==> src/rtl/keypad_event_fifo.sv <==
// Keypad event FIFO: buffers scanner key codes for the consumer, first-word-fall-through, sticky overflow.
// Optional build macro KEYPAD_EVENT_FIFO_DUP_FILTER_EN enables one-event-per-press release filtering.
module keypad_event_fifo #(
   parameter int COL_W = 4,
   parameter int ROW_W = 4,
   parameter int DEPTH = 8
) (
   input  logic                       clk,
   input  logic                       rst,
   input  logic                       listo,
   input  logic [COL_W-1:0]           col,
   input  logic [ROW_W-1:0]           row,
   input  logic                       rd_en,
   input  logic                       ovf_clr,
   output logic [COL_W-1:0]           colM,
   output logic [ROW_W-1:0]           rowM,
   output logic                       validM,
   output logic                       full,
   output logic [$clog2(DEPTH):0]     count,
   output logic                       overflow
);

   localparam int PW = $clog2(DEPTH);
   localparam int CW = PW + 1;
   localparam int EW = COL_W + ROW_W;
   localparam logic [CW-1:0] DEPTH_C = CW'(DEPTH);

   logic [EW-1:0] mem [DEPTH];
   logic [PW-1:0] wr_ptr, rd_ptr, rd_next;
   logic [CW-1:0] count_q, count_next;
   logic [EW-1:0] head_q, head_next;
   logic          valid_q, full_q, ovf_q;
   logic          capture, push_try, push, pop, drop;

   assign capture = listo && (col != {COL_W{1'b1}});

`ifdef KEYPAD_EVENT_FIFO_DUP_FILTER_EN
   logic armed_q;

   // A held key only counts once; any non-capture cycle re-arms.
   always_ff @(posedge clk or posedge rst) begin
      if (rst)
         armed_q <= 1'b1;
      else
         armed_q <= !capture;
   end

   assign push_try = capture && armed_q;
`else
   assign push_try = capture;
`endif

   assign pop  = rd_en && valid_q;
   assign push = push_try && (!full_q || pop);
   assign drop = push_try && full_q && !pop;

   always_comb begin
      count_next = count_q;
      rd_next    = rd_ptr;
      head_next  = head_q;
      if (push && !pop)
         count_next = count_q + CW'(1);
      else if (pop && !push)
         count_next = count_q - CW'(1);
      if (pop)
         rd_next = rd_ptr + PW'(1);
      // The new head may be the entry being written this very cycle.
      if (count_next != '0) begin
         if (push && (wr_ptr == rd_next))
            head_next = {col, row};
         else
            head_next = mem[rd_next];
      end
   end

   always_ff @(posedge clk or posedge rst) begin
      if (rst) begin
         for (int i = 0; i < DEPTH; i++)
            mem[i] <= '0;
         wr_ptr  <= '0;
         rd_ptr  <= '0;
         count_q <= '0;
         head_q  <= '0;
         valid_q <= 1'b0;
         full_q  <= 1'b0;
         ovf_q   <= 1'b0;
      end else begin
         if (push) begin
            mem[wr_ptr] <= {col, row};
            wr_ptr      <= wr_ptr + PW'(1);
         end
         rd_ptr  <= rd_next;
         count_q <= count_next;
         head_q  <= head_next;
         valid_q <= (count_next != '0);
         full_q  <= (count_next == DEPTH_C);
         // Setting on a drop takes priority over a clear in the same cycle.
         if (drop)
            ovf_q <= 1'b1;
         else if (ovf_clr)
            ovf_q <= 1'b0;
      end
   end

   assign colM     = head_q[EW-1:ROW_W];
   assign rowM     = head_q[ROW_W-1:0];
   assign validM   = valid_q;
   assign full     = full_q;
   assign count    = count_q;
   assign overflow = ovf_q;

endmodule
==> config.mk <==
export PLATFORM = sky130hd
export DESIGN_NAME = keypad_event_fifo
export DESIGN_NICKNAME = d
export VERILOG_FILES = /design/src/rtl/keypad_event_fifo.sv
export SDC_FILE = /design/constraint.sdc
export NUM_CORES = 1
export LEC_CHECK = 0
export ABC_AREA = 1
export ABC_CLOCK_PERIOD_IN_PS = 3200
export BUFFER_PORTS_ARGS = -buffer_cell sky130_fd_sc_hd__buf_2
export CELL_PAD_IN_SITES_DETAIL_PLACEMENT = 0
export CELL_PAD_IN_SITES_GLOBAL_PLACEMENT = 2
export CORE_UTILIZATION = 37
export CTS_CLUSTER_DIAMETER = 50
export DETAILED_ROUTE_END_ITERATION = 10
export PLACE_DENSITY_LB_ADDON = 0.25
export SLEW_MARGIN = 20
export SYNTH_ARGS = -nofsm -noshare
export SYNTH_HDL_FRONTEND = slang
export SYNTH_SLANG_ARGS = --single-unit
==> constraint.sdc <==
create_clock -name clk -period 3.2 [get_ports clk]
set_input_delay 0.64 -clock clk [delete_from_list [all_inputs] [get_ports clk]]
set_output_delay 0.64 -clock clk [all_outputs]
set_load 0.05 [all_outputs]
==> metrics.md, run 1 <==
| Metric | Value |
|---|---|
| Area Growth Syn to Fin | 12.24% |
| Cell accounting for the most synthesized area | dfrtp_1 |
| Overall Power | 5.874 mW |
| Number of antenna diodes | 0 |
| Netlist area before placement | 0.004436 mm² |
| Setup total negative slack | 0 ps |
| Maximum fanout along the worst path | 33 |
| Fraction of the core area covered by cells at the end of the flow | 43.05% |
| Share of final-layout standard cells stronger than drive strength 1 | 15.79% |
| Data required time at the worst endpoint | 3430 ps |
| Via count | 3540 |
| Finished Cell Area | 0.004979 mm² |
| Hold-fix buffers at CTS | 0 |
| Proportion of register bits with asynchronous set or reset after synthesis | 100.0% |
| YS warnings | 0 |
| Post-route antenna net violation count | 0 |
| Placed inst area | 0.004637 mm² |
| Pin count of the biggest net entering global routing | 38 |
| Sum of net half-perimeters after detailed placement | 7654 µm |
| Part of the Yosys area used for sequential elements | 47.95% |
| Final Setup Violations | 0 |
| RD Place Congestion | 0.7648 |
| Slowest CP cell | dfrtp_1 |
| Number of buffers added on ports | 27 |
| TritonCTS clock tree | built |
| Die Footprint | 0.01243 mm² |
| Starting Density | 38.35% |
| DRT Pass-1 Iters | 9 |
| Ratio of total power to cell area | 1180 mW/mm² |
| Count of unique library cells instantiated by Yosys | 32 |
| Post-synthesis sequential element count | 85 |
| Clock-pin slew of the registers on the worst-case setup and hold paths | 70 ps |
| Remaining design rule violation count | 6 |
| Maximum operating frequency | 453.0 MHz |
| Count of final hold-check violations | 0 |
| Net count after synthesis | 539 |
| Total of cells resized after clock tree synthesis | 0 |
| Category of the most critical setup path | reg2reg |
| Static Leak | 2.434 nW |
| Most used cell, CP | nand2_1 |
| Main combinational cell family by area after synthesis | simple AND/OR/NAND/NOR gates |
| Synth Area in XOR/XNOR | 0.7898% |
| Die boundary width | 111.5 µm |
| Fraction of the mapped netlist area in compound gates | 8.745% |
| RSZ-0062 raised after global routing | false |
| Failing checks | design-rule violations |
| Clock buffers created by TritonCTS | 9 |
| Endpoint type of the worst setup path | flip-flop |
| Ordered cell list for the critical path | nand2_4 > nand2_8 > nand2_2 > nand2_1 > nand3_2 > nor2_8 > nand2_4 > nand2_1 > nand2_1 > nand2_1 > nand2_1 |
| Worst min-delay path category | in2async |
| Number of H-tree branching levels | 3 |
| Headroom to the max-slew limit | 55.74% |
| Adder-cell area share of the yosys netlist | 1.128% |
| Worst Tran Pin Value | 663.2 ps |
| First-pass GRT wire length | 18820 µm |
| Main synth FF type | dfrtp_1 |
| Post-synthesis cell count | 522 |
| Post-route clock skew | 7.545 ps |
| Cell row count | 39 |
| Max-cap viol count | 0 |
| Area share of and/or/nand/nor cells after synthesis | 34.84% |
| Global-route usage over all layers | 19.70% |
| WL final | 11440 µm |
| Top cell types by occurrence after synthesis | 177 x nand2_1, 87 x nand3_1, 85 x dfrtp_1 |
| Chip Height | 111.5 µm |
| Most common cell in the synthesized netlist | nand2_1 |
| Fraction of the cycle the final worst path needs | 68.99% |
| Area of the placeable core | 0.01156 mm² |
| Data arrival time of the worst path | 2440 ps |
| Synth top area cells | dfrtp_1 48%, nand2_1 15%, nand3_1 9.8% |
| Number of clock sinks | 85 |
| Syn avg cell area | 8.497 µm² |
| EDFF count, synth | 0 |
| Status | finished with violations |
| Setup bufs post-CTS | 0 |
| Clock tree root driver cell | clkbuf_16 |
| Area share of the leading cell type in the synthesized netlist | 47.95% |
| Highest ir drop seen on vdd | 312.4 µV |
| Worst-skew pair later-pin latency | 340 ps |
| Wire length per cell after detailed routing | 16.49 µm |
| Initial antenna violation count | 0 |
| Clock buffer depth | 2 |
| Slowest cell delay on critical path | 450 ps |
| Multiplexer fraction of the synthesized cell area | 0% |
| Clock period minus worst slack | 2208 ps |
| Overflow after GRT | 0 |
| DRC marker count from the first detailed-route iteration | 233 |
| Vias in the first global route | 3367 |
| Routed via count divided by cell count | 5.101 |
| Critical path startpoint category | flip-flop |
| Final max-slew violation count | 0 |
| Count of pins on the block boundary | 28 |
| Number of nets in the layout | 563 |
path summary, 6_finish.rpt:
kind | from | endpoint | slack (ps) | cells past startpoint
max | validM | head_q[4] | 990 | 11
max reg2reg | validM | head_q[4] | 990 | 11
min in group clk | mem[0] | mem[0] | 490 | 2
min | rst | mem[31] | 380 | 2
min reg2reg | mem[0] | mem[0] | 490 | 2
max in group asynchronous | rst | mem[35] | 2040 | 3
power by group:
group	internal (mW)	switching, mW	leakage [nW]
clock network	0.784	0.420	0.167
logic	0.859	1.89	1.20
registers	1.57	0.349	1.06
total	3.21	2.66	2.43
kinds of logic (layout without fill, tap and decap cells):
group	Yosys count	count (layout)
xor gates and xnor gates	4	4
DFF	85	85
and+or+nand+nor	305	305
buffers and inverters	54	83
adders and majority gates	4	4
AOI/OAI and AO/OA	70	70
per-stage QoR:
step / hold slack [ps] / setup WS (ps) / instances
final: 378.6 / 992.3 / 694
after global routing: 424.4 / 776.4 / 694
after floorplan: 444.4 / 366.5 / 522
after CTS: 386.0 / 980.7 / 694
after detailed placement: 473.1 / 692.7 / 678
after global placement: 466.3 / 706.8 / 678
cells in the final DEF, fill, tap and decap left out, types with 2 or more instances in the layout:
cell and instances:
nand2_2 11, ha_1 4, inv_1 30, xor2_1 4, bufinv_16 3, inv_4 3
nand4_1 3, nor2_1 3, nand3_2 4, nand3_1 87, o21ai_1 15, o21ai_0 51
clkinv_2 2, clkbuf_1 2, nand2_1 177, nand2_4 5, buf_2 27, nor2_8 3
dfrtp_1 85, nand4_4 6, buf_4 5, clkbuf_16 9, o21ai_4 2
routing by layer:
layer | vias to the layer above | share of wire (%) | GRT usage [%]
li1 | 1768 | - | -
met3 | 11 | 3.3 | 3.157
met2 | 63 | 45 | 30.46
met1 | 1698 | 51 | 28.50
met4 | 0 | 0.97 | 5.766
met5 | - | 0 | 0
area by class of cell:
cell class | instances | area, µm²
tap | 143 | 178.9
clock buffer | 12 | 246.5
sequential | 85 | 2127
fill | 1178 | 6586
inverter | 35 | 140.1
clock inverter | 4 | 95.09
multi-input combinational | 383 | 2018
timing repair buffer | 32 | 172.7
state kept, by name, summed over array words and instances (netlist names):
name,count
wr_ptr,3
head_q,8
overflow,1
full,1
validM,1
count,4
rd_ptr,3
mem,64
critical path, delay by kind of cell, from the launching register on:
family,cells,cell delay (ps)
DFF,1,450
and+or+nand+nor,11,1620
Power figures use the tool's default switching activity.
==> run 2, diff against run 1 <==
- ABC_CLOCK_PERIOD_IN_PS: 3200 -> 2000
- CORE_UTILIZATION: 37 -> 34
- clock period: 3.2 -> 2 ns (I/O delays scaled with it)
==> run 2 against run 1 <==
  * The run now ends clean
  * First-iteration DRC count down 21%
  * Register-to-register slack worse by 820 ps
  * Final area up 4.2%
  * Setup slack worse by 820 ps
  * Non-clock buffer count up 17
  * Via count down 0.25%
  * Cell count up 6.6%
  * Core utilization down 2.1 points
  * Wire length up 0.39%
  * Count of clock-buffer cells in the layout down 1
  * Fmax up 21%
  * Largest cell class unchanged
  * Largest power group unchanged
  * Highest routed layer unchanged
==> metrics.md, run 2 (synthesis gave the netlist of run 1 again) <==
| Metric | Value |
|---|---|
| Worst-skew pair later-pin latency | 330 ps |
| Number of antenna diodes | 0 |
| Hold-fix buffers at CTS | 0 |
| DRT Pass-1 Iters | 4 |
| Placed inst area | 0.004811 mm² |
| Clock tree root driver cell | clkbuf_16 |
| Maximum fanout along the worst path | 11 |
| Top reg by flops | mem |
| Clock period minus worst slack | 1827 ps |
| Global-route usage over all layers | 18.66% |
| Remaining design rule violation count | 0 |
| Number of flip-flops under the largest register name | 64 |
| DRC marker count from the first detailed-route iteration | 185 |
| Critical path startpoint category | flip-flop |
| RSZ-0062 raised after global routing | false |
| Number of buffers added on ports | 27 |
| Sum of net half-perimeters after detailed placement | 8089 µm |
| Vias in the first global route | 3311 |
| Maximum operating frequency | 547.3 MHz |
| Count of final hold-check violations | 0 |
| Number of H-tree branching levels | 3 |
| RD Place Congestion | 0.7772 |
| Clock buffer depth | 2 |
| Routed via count divided by cell count | 4.772 |
| Clock-pin slew of the registers on the worst-case setup and hold paths | 60 ps |
| Headroom to the max-slew limit | 62.82% |
| Share of final-layout standard cells stronger than drive strength 1 | 18.84% |
| Chip Height | 116.2 µm |
| Fraction of the core area covered by cells at the end of the flow | 40.94% |
| Number of clock sinks | 85 |
| Worst Tran Pin Value | 556.6 ps |
| Die boundary width | 116.2 µm |
| Overflow after GRT | 0 |
| Area Growth Syn to Fin | 16.95% |
| TritonCTS clock tree | built |
| Data arrival time of the worst path | 2060 ps |
| Highest ir drop seen on vdd | 677.1 µV |
| Clock buffers created by TritonCTS | 9 |
| Setup total negative slack | 0 ps |
| Area of the placeable core | 0.01267 mm² |
| Post-route antenna net violation count | 0 |
| Number of nets in the layout | 580 |
| Register-to-register setup slack | 170 ps |
| Pin count of the biggest net entering global routing | 53 |
| Data required time at the worst endpoint | 2230 ps |
| Final max-slew violation count | 0 |
| Wire length per cell after detailed routing | 15.52 µm |
| Starting Density | 35.01% |
| First-pass GRT wire length | 18490 µm |
| Finished Cell Area | 0.005187 mm² |
| Via count | 3531 |
| WL final | 11490 µm |
| Worst min-delay path category | in2async |
| Fraction of the cycle the final worst path needs | 91.35% |
| Endpoint type of the worst setup path | flip-flop |
| Max-cap viol count | 0 |
| Ratio of total power to cell area | 1866 mW/mm² |
| Count of pins on the block boundary | 28 |
| Cell row count | 41 |
| Die Footprint | 0.01351 mm² |
| Worst setup slack after placement | 91.51 ps |
| Top library cells by usage in the layout, fill and taps aside | 177 x nand2_1, 87 x nand3_1, 85 x dfrtp_1 |
| Status | finished, final reports clean |
| Most frequent standard cell in the layout excluding fill and tap cells | nand2_1 |
| Category of the most critical setup path | reg2reg |
| Static Leak | 2.522 nW |
| Post-route clock skew | 4.638 ps |
| Initial antenna violation count | 0 |
| Final Setup Violations | 0 |
| Final Worst Setup Slack | 172.9 ps |
==> run 2: changes by cell type in the layout (fill, tap and decap cells not counted), moves of 2 or more <==
cell,previous run,this run
buf_12,0,3
buf_4,5,19
clkbuf_1,2,0
clkinvlp_4,0,2
==> run 2: layout make-up <==
| class | instances | area [µm²] |
|---|---|---|
| Fill cell | 1303 | 7483 |
| Sequential cell | 85 | 2127 |
| Multi-Input combinational cell | 383 | 2031 |
| Timing Repair Buffer | 49 | 337.8 |
| Clock buffer | 11 | 252.7 |
| Tap cell | 172 | 215.2 |
| Inverter | 35 | 142.6 |
| Clock inverter | 5 | 81.33 |
==> run 2: timing repair <==
item,4_1_cts,5_1_grt
resized for setup,0,1
endpoints found under the hold margin,0,0
setup endpoints to repair,0,8
setup buffers,0,4
==> run 2: worst max-delay path, cell delays in order, from the launching register on <==
cell,delay [ps]
dfrtp_1,450
ha_4,320
nand2_1,80
nand2_4,170
buf_4,200
nand3_1,100
nand3_1,70
nand2_1,80
nand2_1,70
nand2_1,50
nand2_1,60
nand2_1,40
==> run 2: where the power goes <==
group          total (mW)  internal (mW)  switching (mW)
clock network        1.84           1.16           0.673
logic                4.85           1.66            3.18
registers            2.99           2.51           0.482
==> run 2: layer usage <==
metal	global-route usage [%]	vias up	share of wire (%)
li1	-	1804	-
met1	26.36	1648	50
met2	29.33	61	45
met3	3.269	18	3.0
met4	5.470	0	1.7
met5	0	-	0
==> run 2: per-stage QoR <==
| stage | hold WS [ps] | cells | power [mW] |
|---|---|---|---|
| 2_1_floorplan | 444.4 | 522 | 6.560 |
| 3_3_place_gp | 467.1 | 720 | 7.742 |
| 3_5_place_dp | 473.1 | 720 | 7.792 |
| 4_1_cts | 134.7 | 736 | 9.676 |
| 5_1_grt | 157.6 | 740 | 10.49 |
| 6_report | 113.6 | 740 | 9.678 |
==> run 2: final timing paths <==
| kind | start | endpoint | cells past startpoint |
|---|---|---|---|
| max in group asynchronous | rst | mem[26] | 3 |
| worst min-delay path | rst | mem[7] | 2 |
| min in group clk | ovf_clr | overflow | 2 |
| worst max-delay path | rd_ptr[0] | head_q[2] | 11 |
| worst min register to register | mem[53] | mem[53] | 2 |
| worst max register to register | rd_ptr[0] | head_q[2] | 11 |
